`src/rtl/ifu_pkg.sv`:
```
// Shared types and constants for the instruction-fetch unit.
package ifu_pkg;

   typedef enum logic [2:0] {
      S_IDLE = 3'd0,
      S_REQ  = 3'd1,
      S_WAIT = 3'd2,
      S_HOLD = 3'd3,
      S_STOP = 3'd4
   } ifu_state_e;

   localparam logic [31:0] DEF_RESET_PC  = 32'h0000_0000;
   localparam logic [31:0] DEF_NOP_INSTR = 32'h0000_0013;
   localparam int          BUF_W         = 65;

   typedef struct packed {
      logic [31:0] pc;
      logic [31:0] instr;
      logic        misalign;
   } ifu_entry_t;

   function automatic logic [31:0] jump_target(input logic [31:0] raw);
      return raw & 32'hFFFF_FFFE;
   endfunction

endpackage

```
`src/rtl/ifu_out_buf.sv`:
```
// One-entry registered valid/ready buffer; load wins over flush and fire.
module ifu_out_buf #(
   parameter int W = 65
) (
   input  logic         i_clk,
   input  logic         i_rst_n,
   input  logic         i_load,
   input  logic         i_flush,
   input  logic [W-1:0] i_data,
   input  logic         i_ready,
   output logic         o_valid,
   output logic [W-1:0] o_data
);

   always_ff @(posedge i_clk or negedge i_rst_n) begin
      if (!i_rst_n) begin
         o_valid <= 1'b0;
         o_data  <= '0;
      end else if (i_load) begin
         o_valid <= 1'b1;
         o_data  <= i_data;
      end else if (i_flush || (o_valid && i_ready)) begin
         o_valid <= 1'b0;
      end
   end

endmodule

```
`src/rtl/ifu_pc_fetch.sv`:
```
// Fetch front end: owns the PC, single-outstanding imem requests,
// redirect handling and delivery of {pc, instr} to decode.
module ifu_pc_fetch import ifu_pkg::*; #(
   parameter logic [31:0] RESET_PC  = DEF_RESET_PC,
   parameter logic [31:0] NOP_INSTR = DEF_NOP_INSTR
) (
   input  logic        i_clk,
   input  logic        i_rst_n,
   input  logic        i_jump_en,
   input  logic [31:0] i_jump_addr,
   output logic        o_imem_req,
   output logic [31:0] o_imem_addr,
   input  logic        i_imem_gnt,
   input  logic        i_imem_rvalid,
   input  logic [31:0] i_imem_rdata,
   output logic        o_ifu_valid,
   input  logic        i_ifu_ready,
   output logic [31:0] o_ifu_pc,
   output logic [31:0] o_ifu_instr,
   output logic        o_ifu_misalign
);

   ifu_state_e  state_q, state_d;
   logic [31:0] fetch_pc_q, fetch_pc_d;
   logic [31:0] req_pc_q, req_pc_d;
   logic        kill_q, kill_d;
   logic [31:0] skid_pc_q, skid_pc_d;
   logic [31:0] skid_instr_q, skid_instr_d;

   ifu_entry_t  buf_din, buf_dout;
   logic        buf_load, buf_flush, buf_valid;
   logic        fire, pending;
   logic [31:0] target;

   assign fire   = buf_valid && i_ifu_ready;
   assign target = jump_target(i_jump_addr);

   // A response is still owed after this edge unless it lands now.
   assign pending =
      (((state_q == S_WAIT) || ((state_q == S_STOP) && kill_q))
        && !i_imem_rvalid)
      || ((state_q == S_REQ) && i_imem_gnt);

   assign o_imem_req  = (state_q == S_REQ);
   assign o_imem_addr = o_imem_req ? (fetch_pc_q & 32'hFFFF_FFFC) : '0;

   always_ff @(posedge i_clk or negedge i_rst_n) begin
      if (!i_rst_n) begin
         state_q      <= S_IDLE;
         fetch_pc_q   <= RESET_PC;
         req_pc_q     <= '0;
         kill_q       <= 1'b0;
         skid_pc_q    <= '0;
         skid_instr_q <= '0;
      end else begin
         state_q      <= state_d;
         fetch_pc_q   <= fetch_pc_d;
         req_pc_q     <= req_pc_d;
         kill_q       <= kill_d;
         skid_pc_q    <= skid_pc_d;
         skid_instr_q <= skid_instr_d;
      end
   end

   always_comb begin
      state_d      = state_q;
      fetch_pc_d   = fetch_pc_q;
      req_pc_d     = req_pc_q;
      kill_d       = kill_q;
      skid_pc_d    = skid_pc_q;
      skid_instr_d = skid_instr_q;
      buf_load     = 1'b0;
      buf_flush    = 1'b0;
      buf_din      = '0;

      if (i_jump_en) begin
         buf_flush  = 1'b1;
         fetch_pc_d = target;
         if (target[1]) begin
            buf_load = 1'b1;
            buf_din  = '{pc: target, instr: NOP_INSTR, misalign: 1'b1};
            state_d  = S_STOP;
            kill_d   = pending;
         end else if (pending) begin
            state_d = S_WAIT;
            kill_d  = 1'b1;
         end else begin
            state_d = S_REQ;
            kill_d  = 1'b0;
         end
      end else begin
         unique case (state_q)
            S_IDLE: state_d = S_REQ;
            S_REQ: begin
               if (i_imem_gnt) begin
                  state_d    = S_WAIT;
                  req_pc_d   = fetch_pc_q;
                  fetch_pc_d = fetch_pc_q + 32'd4;
               end
            end
            S_WAIT: begin
               if (i_imem_rvalid) begin
                  if (kill_q) begin
                     kill_d  = 1'b0;
                     state_d = S_REQ;
                  end else if (!buf_valid || fire) begin
                     buf_load = 1'b1;
                     buf_din  = '{pc: req_pc_q, instr: i_imem_rdata,
                                  misalign: 1'b0};
                     state_d  = S_REQ;
                  end else begin
                     // Decode is stalled: park the word until the slot frees.
                     skid_pc_d    = req_pc_q;
                     skid_instr_d = i_imem_rdata;
                     state_d      = S_HOLD;
                  end
               end
            end
            S_HOLD: begin
               if (fire) begin
                  buf_load = 1'b1;
                  buf_din  = '{pc: skid_pc_q, instr: skid_instr_q,
                               misalign: 1'b0};
                  state_d  = S_REQ;
               end
            end
            S_STOP: begin
               if (i_imem_rvalid && kill_q) kill_d = 1'b0;
            end
            default: state_d = S_IDLE;
         endcase
      end
   end

   ifu_out_buf #(.W(BUF_W)) u_buf (
      .i_clk   (i_clk),
      .i_rst_n (i_rst_n),
      .i_load  (buf_load),
      .i_flush (buf_flush),
      .i_data  (buf_din),
      .i_ready (i_ifu_ready),
      .o_valid (buf_valid),
      .o_data  (buf_dout)
   );

   assign o_ifu_valid    = buf_valid;
   assign o_ifu_pc       = buf_dout.pc;
   assign o_ifu_instr    = buf_dout.instr;
   assign o_ifu_misalign = buf_dout.misalign;

endmodule
```
`config.mk`:
```
export PLATFORM = sky130hd
export DESIGN_NAME = ifu_pc_fetch
export DESIGN_NICKNAME = d
export VERILOG_FILES = /design/src/rtl/ifu_pkg.sv /design/src/rtl/ifu_out_buf.sv /design/src/rtl/ifu_pc_fetch.sv
export SDC_FILE = /design/constraint.sdc
export NUM_CORES = 1
export LEC_CHECK = 0
export BUFFER_PORTS_ARGS = -buffer_cell sky130_fd_sc_hd__buf_2
export CAP_MARGIN = 20
export CORE_MARGIN = 5
export CORE_UTILIZATION = 40
export DETAILED_ROUTE_END_ITERATION = 10
export GPL_ROUTABILITY_DRIVEN = 0
export HOLD_SLACK_MARGIN = 0.08
export MAX_ROUTING_LAYER = met4
export PLACE_DENSITY = 0.72
export SLEW_MARGIN = 20
export SYNTH_ARGS = -nofsm -noshare
export SYNTH_HDL_FRONTEND = slang
export SYNTH_SLANG_ARGS = --single-unit
```
`constraint.sdc`:
```
create_clock -name i_clk -period 1.95 [get_ports i_clk]
set_input_delay 0.2925 -clock i_clk [delete_from_list [all_inputs] [get_ports i_clk]]
set_output_delay 0.2925 -clock i_clk [all_outputs]
set_load 0.02 [all_outputs]
```
; Yosys cells after proc, flatten, opt, wreduce, memory -nomap -nowiden
; Index checks and enable logic that the tools add are counted.
[totals]
register_bits = 198
output_inout_bits = 99
wordCells = 78
[classes]
addsub = 1
n_eq_ne = 9
muxes = 36
n_bitwise = 3
n_reduce_logical = 21
[op_table]
columns = op, n
row1 = $mux 65, 6
row2 = $pmux 65 s2, 1
row3 = $mux 32, 4
row4 = $add 32x3->32 const B, 1
row5 = $mux 3, 5
row6 = $pmux 3 s5, 1
row7 = $mux 1, 14
row8 = $eq 3x2->1 const B, 2
row9 = $mux 2, 3
row10 = $ne 3x2->1 const B, 2
row11 = $ne 3x3->1 const B, 2
row12 = $reduce_and 3->1, 2
row13 = $reduce_bool 2->1, 3
row14 = $logic_and 1x1->1, 5
row15 = $reduce_and 5->1, 1
row16 = $logic_or 1x1->1, 4
row17 = $pmux 1 s2, 2
row18 = $reduce_and 4->1, 1
row19 = $eq 3x1->1 const B, 1
row20 = $eq 3x3->1 const B, 1
row21 = $logic_not 3->1, 1
row22 = $not 1->1, 3
row23 = $reduce_bool 3->1, 1
row24 = $logic_not 1->1, 2
row25 = other kinds (2), 2

; Longest topological paths before layout
; Gate-level depths: netlist of the first run.
[depth]
word_depth = 8
depth_mapped = 7
ltp_nobuf = 4

; Modules after synthesis
; A second synthesis of the first run with hierarchy kept.
[hier_totals]
cells_unflattened = 802
area_unflattened_um2 = 9369.0
[by_module_without_submodules]
columns = mod, instances, cells_per_inst, area_per_inst_um2
row1 = ifu_pc_fetch, 1, 662, 6759.0
row2 = ifu_out_buf, 1, 140, 2610.0

; Worst setup path after synthesis of the first run
; Ideal clock, no wire load.
[synth_path]
path_type = register to register
start = reg u_buf.o_valid
end = reg u_buf.o_valid
setup_time_ns = 0.143
t_arrival_ns = 1.856
required_ns = 1.807
slack_ns = -0.049
stages_incl_launch_ff = 7
n_path_buf = 2
period_less_slack_ns = 1.999
path_cell_list = dfrtp_1 -> nand2b_1 -> and3_1 -> buf_2 -> o31ai_1 -> clkbuf_1 -> o21ai_0
[synth_via]
elab_chain_cells = 8
[synth_rtl]
columns = element, line_no
row1 = start: declaration, ifu_out_buf.sv:11  ; output logic o_valid,
row2 = start signal: assignment, ifu_out_buf.sv:17  ; o_valid <= 1'b0;
row3 = start signal: assignment, ifu_out_buf.sv:20  ; o_valid <= 1'b1;
row4 = start signal: assignment, ifu_out_buf.sv:23  ; o_valid <= 1'b0;
row5 = $logic_not 1->1 / $logic_and 1x1->1 (equally long branches), "ifu_pc_fetch.sv:106, ifu_out_buf.sv:22, ifu_pc_fetch.sv:35"
row6 = $logic_or 1x1->1, ifu_pc_fetch.sv:106  ; end else if (!buf_valid || fire) begin
row7 = $mux 1, ifu_pc_fetch.sv:106
row8 = $mux 1, ifu_pc_fetch.sv:103  ; if (kill_q) begin
row9 = $mux 1, ifu_pc_fetch.sv:102  ; if (i_imem_rvalid) begin
row10 = $pmux 1 s2, ifu_pc_fetch.sv:92  ; unique case (state_q)
row11 = $mux 1, ifu_pc_fetch.sv:76  ; if (i_jump_en) begin
row12 = $mux 1 / $reduce_bool 2->1 (equally long branches), -
; Parallel ways exist; a longest one is shown, timed or not.
; A chain may end at the register's enable or synchronous reset.

; Worst setup path in the final report of the first run
[layout_path]
start = reg state_q[1]
end = out o_imem_addr[4]
[layout_via]
elab_chain_cells = 2
[layout_rtl]
columns = element, line_no
row1 = start: declaration, ifu_pc_fetch.sv:23  ; ifu_state_e state_q, state_d;
row2 = start signal: assignment, ifu_pc_fetch.sv:56  ; state_q <= state_d;
row3 = $eq 3x1->1, ifu_pc_fetch.sv:44  ; assign o_imem_req = (state_q == S_REQ);
row4 = $mux 32, ifu_pc_fetch.sv:45  ; assign o_imem_addr = o_imem_req ? (fetch_pc_q & 32'hFFFF_FFFC) : '0;
row5 = end: declaration, ifu_pc_fetch.sv:12  ; output logic [31:0] o_imem_addr,
; No other way between the ends.

==> flow_summary.toml, run 1 <==
[synthesis]
synth_area_mm2 = 0.00901
synth_top_area_share = 0.542
synth_ff_type = "dfrtp_1"
ys_warn_count = 0
synthArstFlopShare = 1.00
synth_cells = 790
yosys-top-cells-area = "dfrtp_1 (54%), mux2_2 (12%), nand3_1 (3.2%)"
ys_seq_elements = 195
synth-seq-area-share = 0.542
yosys.area.top_type = "dfrtp_1"
ys_types = 54
postSynthAreaPerCell_um2 = 11.4
synth_enable_flop_cells = 0

[critical_path]
reg2reg_slack_ns = -0.07
required_ns = 1.66
crit_type = "flip-flop to output pin"
worstSetupStartpoint = "state_q[1]$_DFFE_PN0P_"
worstPathMaxFanout = 8
r2r-end = "fetch_pc_q[29]$_DFFE_PN0P_"
endpoint = "o_imem_addr[4]"
end_kind = "output pin"
r2r_start = "fetch_pc_q[5]$_DFFE_PN0P_"
rr_worst_depth = 5
crit_path_start_kind = "flip-flop"
worstPathArrival_ns = 1.82

[layout]
nFillCells = 1919
layout-drive-gt1-share = 0.427
final_util = 0.528
instances_no_fill = 1303
area_growth_pct = 31.4
final_nets = 1074

[placed_design]
io_buffers = 165
dp.cells = 1238
dp_hpwl_um = 16900
preCtsSetupSlack_ns = -0.0508

[global_routing]
grt_pass1_vias = 7689
grt_pass1_wl_um = 42000
grt_use_total = 0.209
grt_overflow_total = 0
antenna_found_initial = 2
grt_max_degree = 57

[status]
violations = "negative setup slack"
status = "finished, violations left"

[floorplanning]
pin_count = 169
initial_core_util = 0.402
rows = 55
core_mm2 = 0.0224
die_x_um = 160
die_area_mm2 = 0.0256
die_h_um = 160

[clocking]
h-tree-depth = 4
tritoncts = "yes"
clkTransAtPathRegs_ns = 0.08
cts.sinks = 195
numCtsBuffers = 17
clk_latency_ns = 0.43
clock_path_buffers = 2
root_buffer = "clkbuf_16"

[pwr]
vdd_drop_max_mv = 0.710
leakage_nw = 5.42
pwr_density_cell_mw_per_mm2 = 1140

[drt]
drt_iter0_markers = 605
wl_um = 26400
wl_met3_um = 2160
top_layer = "met4"
drc = 0
vias_per_cell = 5.77
dr_wl_met2_um = 12300
route.antenna.remaining_nets = 0
vias = 7516
first_pass_iters = 7
post_drt_wl_per_cell_um = 20.3
wl_met1_um = 11300

[min_path]
hold_class = "input port to flip-flop"
hold_depth = 3

[timing]
finalHoldViolCount = 0
min_period_ns = 2.11
rsz0062_at_grt = "true"
fin_ws_ns = -0.165
timing.final.crit_share = 1.08
hold_ws_ns = 0.0983
final_max_slew_viol_count = 0
slew_headroom = 0.599
max_clock_freq_mhz = 473
skew_ns = 0.0106
finalSetupViolCount = 44
worst_pin_slew_ns = 0.601

[job]
maxCapViolations = 0
-- Yosys cell counts, drive strengths merged (19+ instances only) --
cell type,number
nor2,20
a22oi,31
mux2,95
o211ai,25
or4,21
clkbuf,51
o2bb2ai,31
a32oi,19
nand3,59
o21ai,23
nand2,25
dfrtp,195
and2,35
inv,36
-- what timing repair did --
action                                 in CTS  in global routing
pin swaps                                  12                 25
gates resized for setup                    91                 41
hold buffers                                1                  0
setup endpoints to repair                  66                169
gates cloned                                5                  1
buffers inserted                           13                 14
endpoints found under the hold margin      50                  0
-- layout make-up --
type / instances / area, um2 / area share
flip-flops and latches: 195 / 4880 / 0.412
multi-input cells: 494 / 3950 / 0.333
repair buffers: 259 / 1940 / 0.163
clock buffers: 18 / 439 / 0.0371
well taps: 285 / 357 / 0.0301
clock inverters: 14 / 141 / 0.0119
inverters: 36 / 135 / 0.0114
diodes: 2 / 5.00 / 0.000423
-- worst min-delay path by stage --
stage | end | from
detailed placement | u_buf.o_data[31]$_DFFE_PN0P_ | i_rst_n
global placement | skid_instr_q[30]$_DFFE_PN0P_ | i_rst_n
global route | skid_instr_q[22]$_DFFE_PN0P_ | i_imem_rdata[22]
floorplan | fetch_pc_q[10]$_DFFE_PN0P_ | i_rst_n
CTS | fetch_pc_q[11]$_DFFE_PN0P_ | i_jump_addr[11]
finish | fetch_pc_q[11]$_DFFE_PN0P_ | i_jump_addr[11]
-- kinds of logic (layout without fill, tap and decap cells) --
logic type | count (synthesis) | count (layout) | share of synthesized area
fa+ha+maj | 1 | 1 | 0.00139
compound gates | 187 | 187 | 0.157
other cells | 1 | 4 | 0.000416
xor+xnor | 8 | 8 | 0.00778
buf+inv | 104 | 327 | 0.0469
flops | 195 | 195 | 0.542
mux | 96 | 96 | 0.120
simple gates | 198 | 200 | 0.125
-- through the flow --
stage               cell area, um2  setup TNS [ns]  total power [W]
CTS                          11600           -5.67           0.0135
finish                       11800           -5.07           0.0135
detailed placement           10500          -0.279          0.00920
floorplan                     9020               0          0.00781
global route                 11800           -9.90           0.0142
global placement             10500               0          0.00908
-- cells in the final DEF, fill, tap and decap left out, types with 11 or more instances in the layout --
| cell type | n |
|---|---|
| dfrtp_1 | 194 |
| buf_2 | 133 |
| mux2_2 | 89 |
| buf_4 | 71 |
| nand3_1 | 54 |
| buf_6 | 40 |
| inv_1 | 35 |
| a22oi_1 | 31 |
| o2bb2ai_1 | 31 |
| o211ai_1 | 25 |
| nand2_1 | 24 |
| o21ai_0 | 22 |
| nor2_1 | 20 |
| a32oi_1 | 19 |
| and2_4 | 19 |
| clkbuf_16 | 18 |
| a31oi_1 | 17 |
| and2_1 | 16 |
| or4_1 | 15 |
| o31ai_1 | 13 |
| a222oi_1 | 11 |
-- layer usage --
layer,up-vias,track usage
li1,3393,-
met1,3716,0.271
met2,360,0.320
met3,47,0.0521
met4,0,0.0802
met5,-,-
-- state kept, by name, summed over array words and instances (netlist names) --
name           flops
state_q            3
skid_instr_q      32
skid_pc_q         31
u_buf.o_data      65
kill_q             1
req_pc_q          31
u_buf.o_valid      1
fetch_pc_q        31
-- power by group --
part	leakage, nW	total (W)	switching, W	internal [W]
clock	0.284	0.00352	0.00167	0.00184
combinational	2.67	0.00427	0.00210	0.00217
sequential	2.47	0.00576	0.000688	0.00507
total	5.42	0.0135	0.00446	0.00908
-- critical path: stages, from the launching register on --
cell and delay (ns):
dfrtp_1 0.41, buf_6 0.14, nor2b_4 0.10, nor2b_4 0.26
buf_6 0.20, and2_4 0.17, buf_6 0.11
(Power assumes the default switching activity.)
==> run 2: changes to the inputs <==
MAX_ROUTING_LAYER = default   (was met4)
==> run 2 against run 1 <==
Compared with the run above: the run still ends with negative setup slack left; critical path depth unchanged; first-iteration DRC count decreased by 9.4%; sequential cell count unchanged; hold slack improved by 0.0026 ns; non-clock buffer count stayed put.
==> flow_summary.toml, run 2 (synthesis results as in run 1) <==
[status]
status = "finished, violations left"
violations = "negative setup slack"

[global_routing]
busiest_layer = "met2"
grtUsageMet3 = 0.0627
grt_max_degree = 57
grt_pass1_wl_um = 42100
grt_use_met2 = 0.320
antenna_found_initial = 2
grt_use_met1 = 0.264
grt_overflow_total = 0
grt_use_total = 0.203
grt_pass1_vias = 7682

[layout]
nFillCells = 1922
instances_no_fill = 1301
regMostFlops = "u_buf.o_data"
stdcell_area_mm2 = 0.0118
final_cell_mix = "dfrtp_1 (194), buf_2 (133), mux2_2 (89)"
antennaDiodeCount = 0
layout-drive-gt1-share = 0.427
area_growth_pct = 31.3
final_common_cell = "dfrtp_1"
largest_register_ffs = 65
final_nets = 1074
largestRegisters = "u_buf.o_data (65), skid_instr_q (32)"

[pwr]
vdd_drop_max_mv = 0.711
power_switching_w = 0.00445
power_frac_seq = 0.425
power_frac_comb = 0.315
internal_power_w = 0.00908
leakage_nw = 5.42
clkPwrFrac = 0.259
pwr_density_cell_mw_per_mm2 = 1140
swShare = 0.329

[floorplanning]
die_area_mm2 = 0.0256
initial_core_util = 0.402
rows = 55
pin_count = 169
core_mm2 = 0.0224
die_x_um = 160
die_h_um = 160

[clocking]
numCtsBuffers = 17
clkTransAtPathRegs_ns = 0.07
tritoncts = "yes"
h-tree-depth = 4
cts.sinks = 195
root_buffer = "clkbuf_16"
clk_latency_ns = 0.43
clock_path_buffers = 2

[placed_design]
dp.cells = 1238
dp_hpwl_um = 16900
placed_cell_area_mm2 = 0.0105
io_buffers = 165

[job]
maxCapViolations = 0

[timing]
slew_headroom = 0.594
finalSetupViolCount = 45
setup_tns_ns = -5.44
fin_ws_ns = -0.177
final_max_slew_viol_count = 0
min_period_ns = 2.13
skew_ns = 0.00827
rsz0062_at_grt = "true"
worst_pin_slew_ns = 0.609
max_clock_freq_mhz = 470
timing.final.crit_share = 1.09
finalHoldViolCount = 0

[critical_path]
crit_path_start_kind = "flip-flop"
end_kind = "output pin"
worstPathArrival_ns = 1.83
crit_type = "flip-flop to output pin"
required_ns = 1.66
worstPathMaxFanout = 8

[drt]
route.antenna.remaining_nets = 0
drc = 0
wl_um = 26400
vias_per_cell = 5.77
post_drt_wl_per_cell_um = 20.3
vias = 7513
first_pass_iters = 6
drt_iter0_markers = 548

[min_path]
hold_class = "input port to flip-flop"
## run 2: per-layer routing
metal / vias up / routed length, um
li1: 3395 / -
met1: 3736 / 11000
met2: 325 / 12300
met3: 53 / 2320
met4: 4 / 696
met5: - / 25
## run 2: worst max-delay path, stage by stage, from the launching register on
cell and delay [ns]:
dfrtp_1 0.41, buf_6 0.14, nor2b_4 0.11, nor2b_4 0.27, buf_6 0.20, and2_4 0.17
buf_6 0.11
## run 2: cell type report
type                    count  area [um2]  share of cell area
inverters                  36         135              0.0114
clock inverters            14         141              0.0120
multi-input cells         494        3950               0.334
clock buffers              18         439              0.0371
flip-flops and latches    195        4880               0.413
well taps                 285         357              0.0301
repair buffers            259        1930               0.163
## run 2: worst paths after layout
path                                                start                            to  slack, ns  depth (start not counted)
worst max-delay path               state_q[1]$_DFFE_PN0P_                o_imem_addr[4]      -0.18                          6
worst min-delay path                      i_jump_addr[11]    fetch_pc_q[11]$_DFFE_PN0P_       0.10                          3
worst max register to register     state_q[1]$_DFFE_PN0P_    fetch_pc_q[30]$_DFFE_PN0P_      -0.07                          7
worst min register to register  fetch_pc_q[1]$_DFFE_PN0P_     fetch_pc_q[1]$_DFFE_PN0P_       0.48                          1
max in group asynchronous                         i_rst_n        state_q[2]$_DFFE_PN0P_       0.84                          3
min in group asynchronous                         i_rst_n  skid_instr_q[25]$_DFFE_PN0P_       0.38                          2
## run 2: power by group through the flow
stage	Sequential (W)	Clock, W	Combinational (W)
floorplan	0.00586	0	0.00195
CTS	0.00572	0.00358	0.00420
finish	0.00576	0.00351	0.00427
global placement	0.00574	0	0.00335
detailed placement	0.00578	0	0.00342
global route	0.00589	0.00375	0.00456
## run 2: what timing repair did
| item | in CTS | in global routing |
|---|---|---|
| endpoints found under the hold margin | 50 | 0 |
| gates cloned | 5 | 1 |
| endpoints found under the setup margin | 66 | 167 |
| pin swaps | 12 | 24 |
| resized for setup | 91 | 40 |
| buffers inserted | 13 | 14 |
| hold buffers | 1 | 0 |
## run 2: per-stage QoR
step / util / hold WS (ns) / power, W / setup WS, ns
after global routing: 0.527 / 0.0894 / 0.0142 / -0.214
after floorplan: - / -0.00309 / 0.00781 / 0.0000773
after global placement: 0.470 / 0.289 / 0.00908 / 0.00814
after CTS: 0.517 / 0.0801 / 0.0135 / -0.160
after detailed placement: 0.470 / 0.291 / 0.00920 / -0.0508
final: 0.527 / 0.101 / 0.0135 / -0.177
